### src/rtl/alu_pkg.sv
// Shared constants for the sequential ALU: opcodes, FSM states and flag-vector indices.
package alu_pkg;

    localparam int OPW = 4;

    localparam logic [OPW-1:0] OP_ADD = 4'd0;
    localparam logic [OPW-1:0] OP_SUB = 4'd1;
    localparam logic [OPW-1:0] OP_AND = 4'd2;
    localparam logic [OPW-1:0] OP_OR  = 4'd3;
    localparam logic [OPW-1:0] OP_XOR = 4'd4;
    localparam logic [OPW-1:0] OP_SHL = 4'd5;
    localparam logic [OPW-1:0] OP_SHR = 4'd6;
    localparam logic [OPW-1:0] OP_ADC = 4'd7;
    localparam logic [OPW-1:0] OP_MUL = 4'd8;

    typedef enum logic [1:0] {
        S_IDLE    = 2'd0,
        S_MUL_RUN = 2'd1,
        S_DONE    = 2'd2
    } state_t;

    localparam int FL_C = 0;
    localparam int FL_Z = 1;
    localparam int FL_N = 2;
    localparam int FL_V = 3;

endpackage

### src/rtl/alu_mul_seq.sv
// Iterative shift-add multiplier: one partial product per clock, WIDTH steps after start.
module alu_mul_seq #(
    parameter int WIDTH = 8,
    parameter int CW    = $clog2(WIDTH)
) (
    input  logic               clk,
    input  logic               rst_n,
    input  logic               start,
    input  logic [WIDTH-1:0]   A,
    input  logic [WIDTH-1:0]   B,
    output logic               done,
    output logic [2*WIDTH-1:0] product
);

    logic               busy;
    logic [CW-1:0]      cnt;
    logic [2*WIDTH-1:0] mcand;
    logic [WIDTH-1:0]   mplier;

    always_ff @(posedge clk) begin
        if (!rst_n) begin
            busy <= 1'b0;
            cnt  <= '0;
        end else if (start) begin
            busy <= 1'b1;
            cnt  <= CW'(WIDTH - 1);
        end else if (busy) begin
            if (cnt == '0) busy <= 1'b0;
            else           cnt  <= cnt - 1'b1;
        end
    end

    // Datapath carries no reset; it is fully reloaded on every start.
    always_ff @(posedge clk) begin
        if (start) begin
            mcand   <= {{WIDTH{1'b0}}, A};
            mplier  <= B;
            product <= '0;
        end else if (busy) begin
            if (mplier[0]) product <= product + mcand;
            mcand  <= mcand << 1;
            mplier <= mplier >> 1;
        end
    end

    // High during the final step; product is complete on the following cycle.
    assign done = busy && (cnt == '0);

endmodule

### src/rtl/alu_seq.sv
// Registered ALU with valid/ready handshakes; single-cycle ops plus a sequenced multiply.
module alu_seq
    import alu_pkg::*;
#(
    parameter int WIDTH = 8,
    parameter int SHW   = $clog2(WIDTH)
) (
    input  logic             clk,
    input  logic             rst_n,
    input  logic             in_valid,
    output logic             in_ready,
    input  logic [WIDTH-1:0] A,
    input  logic [WIDTH-1:0] B,
    input  logic [3:0]       opcode,
    output logic             out_valid,
    input  logic             out_ready,
    output logic [WIDTH-1:0] result,
    output logic             carry,
    output logic             zero,
    output logic             neg,
    output logic             ovf
);

    state_t               state, state_nx;
    logic                 mul_start, mul_done, load_alu, load_mul;
    logic [2*WIDTH-1:0]   product;
    logic                 carry_reg;
    logic [WIDTH:0]       sum;
    logic [WIDTH-1:0]     alu_res, nx_res;
    logic                 alu_c, alu_v;
    logic [3:0]           nx_fl;

    function automatic logic [3:0] pack_flags(input logic [WIDTH-1:0] r,
                                              input logic c, input logic v);
        logic [3:0] f;
        f       = '0;
        f[FL_C] = c;
        f[FL_Z] = (r == '0);
        f[FL_N] = r[WIDTH-1];
        f[FL_V] = v;
        return f;
    endfunction

    alu_mul_seq #(.WIDTH(WIDTH)) u_mul (
        .clk     (clk),
        .rst_n   (rst_n),
        .start   (mul_start),
        .A       (A),
        .B       (B),
        .done    (mul_done),
        .product (product)
    );

    always_ff @(posedge clk) begin
        if (!rst_n) state <= S_IDLE;
        else        state <= state_nx;
    end

    always_comb begin
        state_nx  = state;
        in_ready  = 1'b0;
        mul_start = 1'b0;
        load_alu  = 1'b0;
        load_mul  = 1'b0;
        case (state)
            S_IDLE: begin
                in_ready = rst_n && (!out_valid || out_ready);
                if (in_valid && in_ready) begin
                    if (opcode == OP_MUL) begin
                        mul_start = 1'b1;
                        state_nx  = S_MUL_RUN;
                    end else begin
                        load_alu = 1'b1;
                    end
                end
            end
            S_MUL_RUN: if (mul_done) state_nx = S_DONE;
            S_DONE: begin
                load_mul = 1'b1;
                state_nx = S_IDLE;
            end
            default: state_nx = S_IDLE;
        endcase
    end

    // Single-cycle ops; the WIDTH+1 sum exposes carry/borrow and the shifted-out bit.
    always_comb begin
        sum     = '0;
        alu_res = '0;
        alu_c   = 1'b0;
        alu_v   = 1'b0;
        case (opcode)
            OP_ADD, OP_ADC: begin
                sum = {1'b0, A} + {1'b0, B}
                    + {{WIDTH{1'b0}}, (opcode == OP_ADC) ? carry_reg : 1'b0};
                {alu_c, alu_res} = sum;
                alu_v = (A[WIDTH-1] == B[WIDTH-1]) && (alu_res[WIDTH-1] != A[WIDTH-1]);
            end
            OP_SUB: begin
                sum = {1'b0, A} - {1'b0, B};
                {alu_c, alu_res} = sum;
                alu_v = (A[WIDTH-1] != B[WIDTH-1]) && (alu_res[WIDTH-1] != A[WIDTH-1]);
            end
            OP_AND: alu_res = A & B;
            OP_OR:  alu_res = A | B;
            OP_XOR: alu_res = A ^ B;
            OP_SHL: begin
                sum = {1'b0, A} << B[SHW-1:0];
                {alu_c, alu_res} = sum;
            end
            OP_SHR: begin
                sum     = {A, 1'b0} >> B[SHW-1:0];
                alu_res = sum[WIDTH:1];
                alu_c   = sum[0];
            end
            default: ;
        endcase
    end

    assign nx_res = load_mul ? product[WIDTH-1:0] : alu_res;
    assign nx_fl  = load_mul ? pack_flags(product[WIDTH-1:0], |product[2*WIDTH-1:WIDTH], 1'b0)
                             : pack_flags(alu_res, alu_c, alu_v);

    always_ff @(posedge clk) begin
        if (!rst_n) begin
            out_valid <= 1'b0;
            result    <= '0;
            carry     <= 1'b0;
            zero      <= 1'b0;
            neg       <= 1'b0;
            ovf       <= 1'b0;
            carry_reg <= 1'b0;
        end else if (load_alu || load_mul) begin
            out_valid <= 1'b1;
            result    <= nx_res;
            carry     <= nx_fl[FL_C];
            zero      <= nx_fl[FL_Z];
            neg       <= nx_fl[FL_N];
            ovf       <= nx_fl[FL_V];
            carry_reg <= nx_fl[FL_C];
        end else if (out_ready) begin
            out_valid <= 1'b0;
        end
    end

endmodule

### config.mk
export PLATFORM = sky130hd
export DESIGN_NAME = alu_seq
export DESIGN_NICKNAME = d
export VERILOG_FILES = /design/src/rtl/alu_pkg.sv /design/src/rtl/alu_mul_seq.sv /design/src/rtl/alu_seq.sv
export SDC_FILE = /design/constraint.sdc
export NUM_CORES = 1
export LEC_CHECK = 0
export ABC_AREA = 1
export CORE_ASPECT_RATIO = 1.1
export CORE_MARGIN = 2
export CORE_UTILIZATION = 61
export CTS_BUF_LIST = sky130_fd_sc_hd__clkbuf_8
export DETAILED_ROUTE_END_ITERATION = 7
export PLACE_DENSITY = 0.83
export SYNTH_ARGS = -nofsm -noshare
export SYNTH_HDL_FRONTEND = slang
export SYNTH_SLANG_ARGS = --single-unit
### constraint.sdc
create_clock -name clk -period 2.6 [get_ports clk]
set_input_delay 0.52 -clock clk [delete_from_list [all_inputs] [get_ports clk]]
set_output_delay 0.52 -clock clk [all_outputs]
set_load 0.03 [all_outputs]
Word-level counts from Yosys, hierarchy flattened
Cells that the tools add are included.
{"block": "totals", "regBits": 59, "in_bits": 24, "output_inout_bits": 14, "elab_cells": 91}
{"block": "op_classes", "add_sub_neg": 5, "eq_ne": 18, "shifts": 2, "muxes": 30, "bitwise": 3, "n_reduce_logical": 20}
{"cell": "8-bit one-hot mux with 7 select lines", "n": 1}
{"cell": "8-bit two-way mux", "n": 5}
{"cell": "16-bit adder", "n": 1}
{"cell": "4-bit by 3-bit equality test with 1-bit output (second input constant)", "n": 4}
{"cell": "8-bit zero test", "n": 2}
{"cell": "1-bit two-way mux", "n": 14}
{"cell": "8-bit by 8-bit adder with 9-bit output", "n": 1}
{"cell": "9-bit by 1-bit adder with 9-bit output", "n": 1}
{"cell": "3-bit two-way mux", "n": 3}
{"cell": "8-bit by 3-bit left shift with 9-bit output", "n": 1}
{"cell": "9-bit by 3-bit right shift with 9-bit output", "n": 1}
{"cell": "8-bit by 8-bit subtractor with 9-bit output", "n": 1}
{"cell": "8-bit AND", "n": 1}
{"cell": "4-bit by 2-bit equality test with 1-bit output (second input constant)", "n": 2}
{"cell": "2-bit inequality test (second input constant)", "n": 4}
{"cell": "8-bit bitwise OR", "n": 1}
{"cell": "8-bit OR reduction", "n": 1}
{"cell": "8-bit bitwise XOR", "n": 1}
{"cell": "2-bit two-way mux", "n": 3}
{"cell": "1-bit logical AND", "n": 5}
{"cell": "4-bit by 1-bit equality test with 1-bit output (second input constant)", "n": 1}
{"cell": "4-bit equality test (second input constant)", "n": 1}
{"cell": "4-bit zero test", "n": 1}
{"cell": "4-bit two-way mux", "n": 1}
{"cell": "16 further kinds", "n": 21}

Longest topological paths before layout
{"block": "logic_depth", "depth_word": 8, "mapped_depth": 16}

Cells and area by module
A second synthesis with hierarchy kept.
{"block": "hier_totals", "cells_unflattened": 857, "hier_area_um2": 5227.5}
{"module": "alu_mul_seq", "instances": 1, "cells_each": 392, "area_each_um2": 2685.1}
{"module": "alu_seq", "instances": 1, "cells_each": 465, "area_each_um2": 2542.4}

Worst setup path before layout
OpenSTA, ideal clock, no wires.
{"block": "synth_path", "kind": "input -> register", "startpoint": "input port out_ready", "endpoint": "register u_mul.mcand[0] (enable)", "arrival_ps": 2170, "required_ps": 2228, "path_slack_ps": 58, "stages": 10, "path_buffers": 2, "cell_sequence": "inv_1 > nand2_1 > nand2_1 > nor2_1 > nand2_1 > nor2_2 > inv_2 > buf_6 > buf_6 > nand2_1"}
{"block": "synth_between", "elab_chain_len": 6}
{"item": "start, declared", "line_no": "alu_seq.sv:16", "rtl": "input logic out_ready,"}
{"item": "1-bit logical OR", "line_no": "alu_seq.sv:67", "rtl": "in_ready = rst_n && (!out_valid || out_ready);"}
{"item": "1-bit logical AND", "line_no": "alu_seq.sv:67"}
{"item": "1-bit logical AND", "line_no": "alu_seq.sv:68", "rtl": "if (in_valid && in_ready) begin"}
{"item": "1-bit two-way mux", "line_no": "alu_seq.sv:68"}
{"item": "1-bit two-way mux", "line_no": "alu_seq.sv:65", "rtl": "case (state)"}
{"item": "2-bit nonzero test (no line)"}
{"item": "end signal, assigned", "line_no": "alu_mul_seq.sv:36", "rtl": "mcand <= {{WIDTH{1'b0}}, A};"}
{"item": "end signal, assigned", "line_no": "alu_mul_seq.sv:41", "rtl": "mcand <= mcand << 1;"}
{"item": "end, declared", "line_no": "alu_mul_seq.sv:17", "rtl": "logic [2*WIDTH-1:0] mcand;"}
No other way between the ends.
A chain may end at the register's enable or synchronous reset.

Worst setup path after layout
{"block": "layout_path", "startpoint": "input port B[2]", "endpoint": "register zero"}
{"block": "layout_between", "elab_chain_len": 5, "elab_cells_between_ends": 11, "cone_classes": "3 x add/sub; 2 x shift; 2 x mux; 3 x bitwise; 1 x reduce/logical"}
{"item": "start, declared", "line_no": "alu_seq.sv:13", "rtl": "input logic [WIDTH-1:0] B,"}
{"item": "8-bit by 8-bit adder with 9-bit output", "line_no": "alu_seq.sv:94", "rtl": "sum = {1'b0, A} + {1'b0, B}"}
{"item": "9-bit by 1-bit adder with 9-bit output", "line_no": "alu_seq.sv:95", "rtl": "+ {{WIDTH{1'b0}}, (opcode == OP_ADC) ? carry_reg : 1'b0};"}
{"item": "8-bit one-hot mux with 7 select lines (*)", "line_no": "alu_seq.sv:92", "rtl": "case (opcode)"}
{"item": "8-bit zero test (*)", "line_no": "alu_seq.sv:38", "rtl": "f[FL_Z] = (r == '0);"}
{"item": "4-bit two-way mux (*)", "line_no": "alu_seq.sv:121", "rtl": "assign nx_fl = load_mul ? pack_flags(product[WIDTH-1:0], |product[2*WIDTH-1:WIDTH], 1'b0)"}
{"item": "end signal, assigned", "line_no": "alu_seq.sv:137", "rtl": "zero <= nx_fl[FL_Z];"}
{"item": "end, declared", "line_no": "alu_seq.sv:19", "rtl": "output logic zero,"}
Every way passes the cells marked *; elsewhere a longest branch is shown, timed or not.

==> impl_results.rst <==
.. list-table::
   :header-rows: 1

   * - Metric
     - Value
   * - Final net count
     - between 900 and 1,000
   * - Quantity of I/O buffers inserted on ports
     - 37
   * - Area of the core region
     - between 0.007 and 0.008 mm2
   * - Setup repair after global routing missed its margin
     - false
   * - First-pass iteration count of the detailed router
     - 6
   * - Placer Congestion
     - approximately 1.0
   * - Number of instances in the synthesized netlist
     - about 760
   * - Final wirelength
     - about 16 mm
   * - Most instantiated library cell after synthesis
     - sky130_fd_sc_hd__nand2_1
   * - Post-detailed-route wirelength per cell
     - roughly 17 um
   * - H-Tree Level Count
     - 3
   * - Number of enable-type register cells in the synthesized netlist
     - 16
   * - Leading post-synthesis cells by instance count
     - 197 x sky130_fd_sc_hd__nand2_1, 92 x sky130_fd_sc_hd__inv_1, 81 x sky130_fd_sc_hd__nand3_1
   * - Power density over the cells
     - 476 mW/mm2
   * - Maximum resistive drop on vdd
     - between 0.3 and 0.4 mV
   * - Number of buffers between clock root and the deepest sink
     - 2
   * - Register clock-pin slew on the reported worst setup and hold paths
     - about 0.060 ns
   * - Count of unique library cells instantiated by Yosys
     - 42
   * - Die boundary width
     - around 90 um
   * - Count of inserted antenna diode cells
     - 0
   * - Antenna violations before repair
     - 0
   * - Share of cells above drive strength 1
     - 0.128
   * - Final critical-path required period
     - 2.44 ns
   * - Slack of the worst reg-to-reg path
     - approximately 0.34 ns
   * - Row cnt
     - 34
   * - Measured slew at the worst slew-check pin
     - 0.517 ns
   * - Hold bufs inserted after CTS
     - 0
   * - TritonCTS Sinks
     - 58
   * - Final number of max-transition violations
     - 0
   * - Post-Syn Area
     - 0.00499 mm2
   * - Sequential cell area in the final layout
     - roughly 0.0013 mm2
   * - Total routing usage reported by global routing
     - 0.363
   * - Worst min-delay path class
     - flop to flop
   * - Worst-skew pair later-pin latency
     - between 0.3 and 0.4 ns
   * - Register area share after synthesis
     - 0.265
   * - Final clock skew
     - around 0.021 ns
   * - Clock Root Buffer
     - sky130_fd_sc_hd__clkbuf_8
   * - Die Footprint
     - about 0.009 mm2
   * - Leftover overflow at the end of global routing
     - 0
   * - Count of pins on the block boundary
     - 38
   * - Via total after detailed routing
     - around 5,600
   * - DRC violation count after routing
     - 0
   * - Run status
     - completed
   * - Flops & latches, synth
     - 58
   * - Number of DRC violations after detailed-routing iteration 0
     - between 400 and 500
   * - Highest net fanout along the worst path
     - 5
   * - Mean instance size in the synthesized netlist
     - around 6.5 um2
   * - Final setup violation count
     - 0
   * - Largest registers
     - u_mul.mcand x16, u_mul.product x16
   * - Most used flip-flop cell after synthesis
     - sky130_fd_sc_hd__dfxtp_1
   * - Crit. End Element
     - flop
   * - Area taken by multi-input logic gates
     - approximately 0.0032 mm2
   * - Share of synthesized flip-flops with an asynchronous set or reset
     - 0
   * - Fin crit share
     - 0.938
   * - CTS tree
     - yes
   * - DP HPWL
     - about 13 mm
   * - Maximum clock rate
     - ~410 MHz
   * - Reported leakage power
     - around 3.1 nW
   * - Pin count of the biggest net entering global routing
     - 33
   * - Share of the synthesized area in the top cell type
     - 0.169
   * - Hold path cells
     - 2
   * - Critical setup path kind
     - input pin to flop
   * - Area added between synthesis and finish
     - 21.8%
   * - Number of cells traversed by the worst register-to-register path
     - 13
   * - Syn_nets
     - between 800 and 900
   * - Vias per inst
     - just under 6
   * - Maximum Capacitance Violations
     - 0
   * - Initial cell density of the core
     - 0.630
   * - Wire length of the first global-routing pass
     - ~26 mm
   * - Number of endpoints with negative hold slack in the final report
     - 0
   * - Required time reported for the critical path endpoint
     - 2.86 ns
   * - Hold Slack
     - about 0.48 ns
   * - Warning count from the yosys run
     - 0
   * - Worst max-slew margin expressed relative to the limit
     - 0.655
   * - Min setup slack post-route
     - ~0.16 ns
   * - Kind of launch point of the worst setup path
     - input pin
   * - Setup slack at placement
     - -0.346 ns
   * - Critical path data arrival time
     - 2.70 ns
   * - Vias in the first global route
     - approximately 5,600
   * - Synth area leader
     - sky130_fd_sc_hd__dfxtp_1
   * - Number of fill cells
     - between 600 and 700
   * - TritonCTS Buffers
     - 9
   * - Top area cells in the synthesized netlist
     - sky130_fd_sc_hd__dfxtp_1 17%, sky130_fd_sc_hd__nand2_1 15%, sky130_fd_sc_hd__ha_1 11%, sky130_fd_sc_hd__edfxtp_1 9.6%, sky130_fd_sc_hd__nand3_1 8.1%
   * - Height of the die
     - 98.8 um
   * - Number of nets still failing antenna checks after routing
     - 0
[stage by stage]
step / cell area (um2) / cells / util / total power, W / TNS [ns]
floorplan: 4990 / 764 / - / 0.00179 / 0
global placement: 5860 / 950 / 0.741 / 0.00212 / -1.66
detailed placement: 5860 / 950 / 0.741 / 0.00217 / -2.46
CTS: 6020 / 966 / 0.761 / 0.00285 / 0
global route: 6070 / 968 / 0.768 / 0.00305 / 0
finish: 6070 / 968 / 0.768 / 0.00289 / 0
[kinds of logic (layout without fill, tap and decap cells)]
| group | count (synthesis) | in the layout | synth area share |
|---|---|---|---|
| buffers and inverters | 123 | 219 | 0.103 |
| DFF | 58 | 58 | 0.265 |
| AOI/OAI and AO/OA | 132 | 132 | 0.145 |
| adders and majority gates | 46 | 46 | 0.121 |
| xor gates and xnor gates | 15 | 15 | 0.0263 |
| muxes | 1 | 1 | 0.00201 |
| and+or+nand+nor | 389 | 389 | 0.337 |
[per-layer routing]
| layer | up-vias | wire length (um) | global-route usage |
|---|---|---|---|
| met1 | 2547 | 6260 | 0.411 |
| met3 | 79 | 1070 | 0.0535 |
| met2 | 305 | 7740 | 0.650 |
| met5 | - | 0 | 0 |
| li1 | 2691 | - | - |
| met4 | 0 | 990 | 0.215 |
[report_power, final]
part,internal [W],switching [W]
registers,0.00102,0.000101
logic,0.000442,0.000639
clock network,0.000330,0.000365
[critical path: stages]
cell	delay, ns
sky130_fd_sc_hd__clkdlybuf4s50_1	0.50
sky130_fd_sc_hd__inv_1	0.08
sky130_fd_sc_hd__ha_2	0.39
sky130_fd_sc_hd__nand2_1	0.06
sky130_fd_sc_hd__nand2_1	0.10
sky130_fd_sc_hd__inv_1	0.06
sky130_fd_sc_hd__nand2_1	0.09
sky130_fd_sc_hd__nand4_1	0.21
sky130_fd_sc_hd__a21oi_1	0.19
sky130_fd_sc_hd__nor2_1	0.06
sky130_fd_sc_hd__nor2_1	0.17
sky130_fd_sc_hd__nand3_1	0.12
sky130_fd_sc_hd__a21oi_2	0.15
[final timing paths]
check | startpoint | to
worst max-delay path | B[2] | zero
worst min-delay path | result[0] | result[0]
worst max register to register | carry_reg | zero
worst min register to register | result[0] | result[0]
[final cells by class]
type                       count  area share
clock buffer                   9      0.0204
clock inverter                 7     0.00556
inverter                      99      0.0612
multi-input combinational    583       0.522
sequential                    58       0.218
tap                          108      0.0222
timing repair buffer         104       0.151
[placed cells by master (no fill, tap or decap), types with 16 or more instances in the layout]
cell	Yosys	final
sky130_fd_sc_hd__inv_1	92	91
sky130_fd_sc_hd__nand2_1	197	196
sky130_fd_sc_hd__clkdlybuf4s50_1	0	29
sky130_fd_sc_hd__nand3_1	81	80
sky130_fd_sc_hd__nor2_1	73	73
sky130_fd_sc_hd__edfxtp_1	16	16
sky130_fd_sc_hd__a21oi_1	55	55
sky130_fd_sc_hd__buf_4	3	65
sky130_fd_sc_hd__o21ai_0	38	38
sky130_fd_sc_hd__dfxtp_1	42	42
sky130_fd_sc_hd__ha_1	42	39
[timing repair]
item	CTS	global route
pin swaps	0	7
endpoints found under the setup margin	2	7
hold endpoints to repair	0	0
setup buffers	0	2
gates resized for setup	3	16
Note: power is estimated with default switching activity, not from simulation.
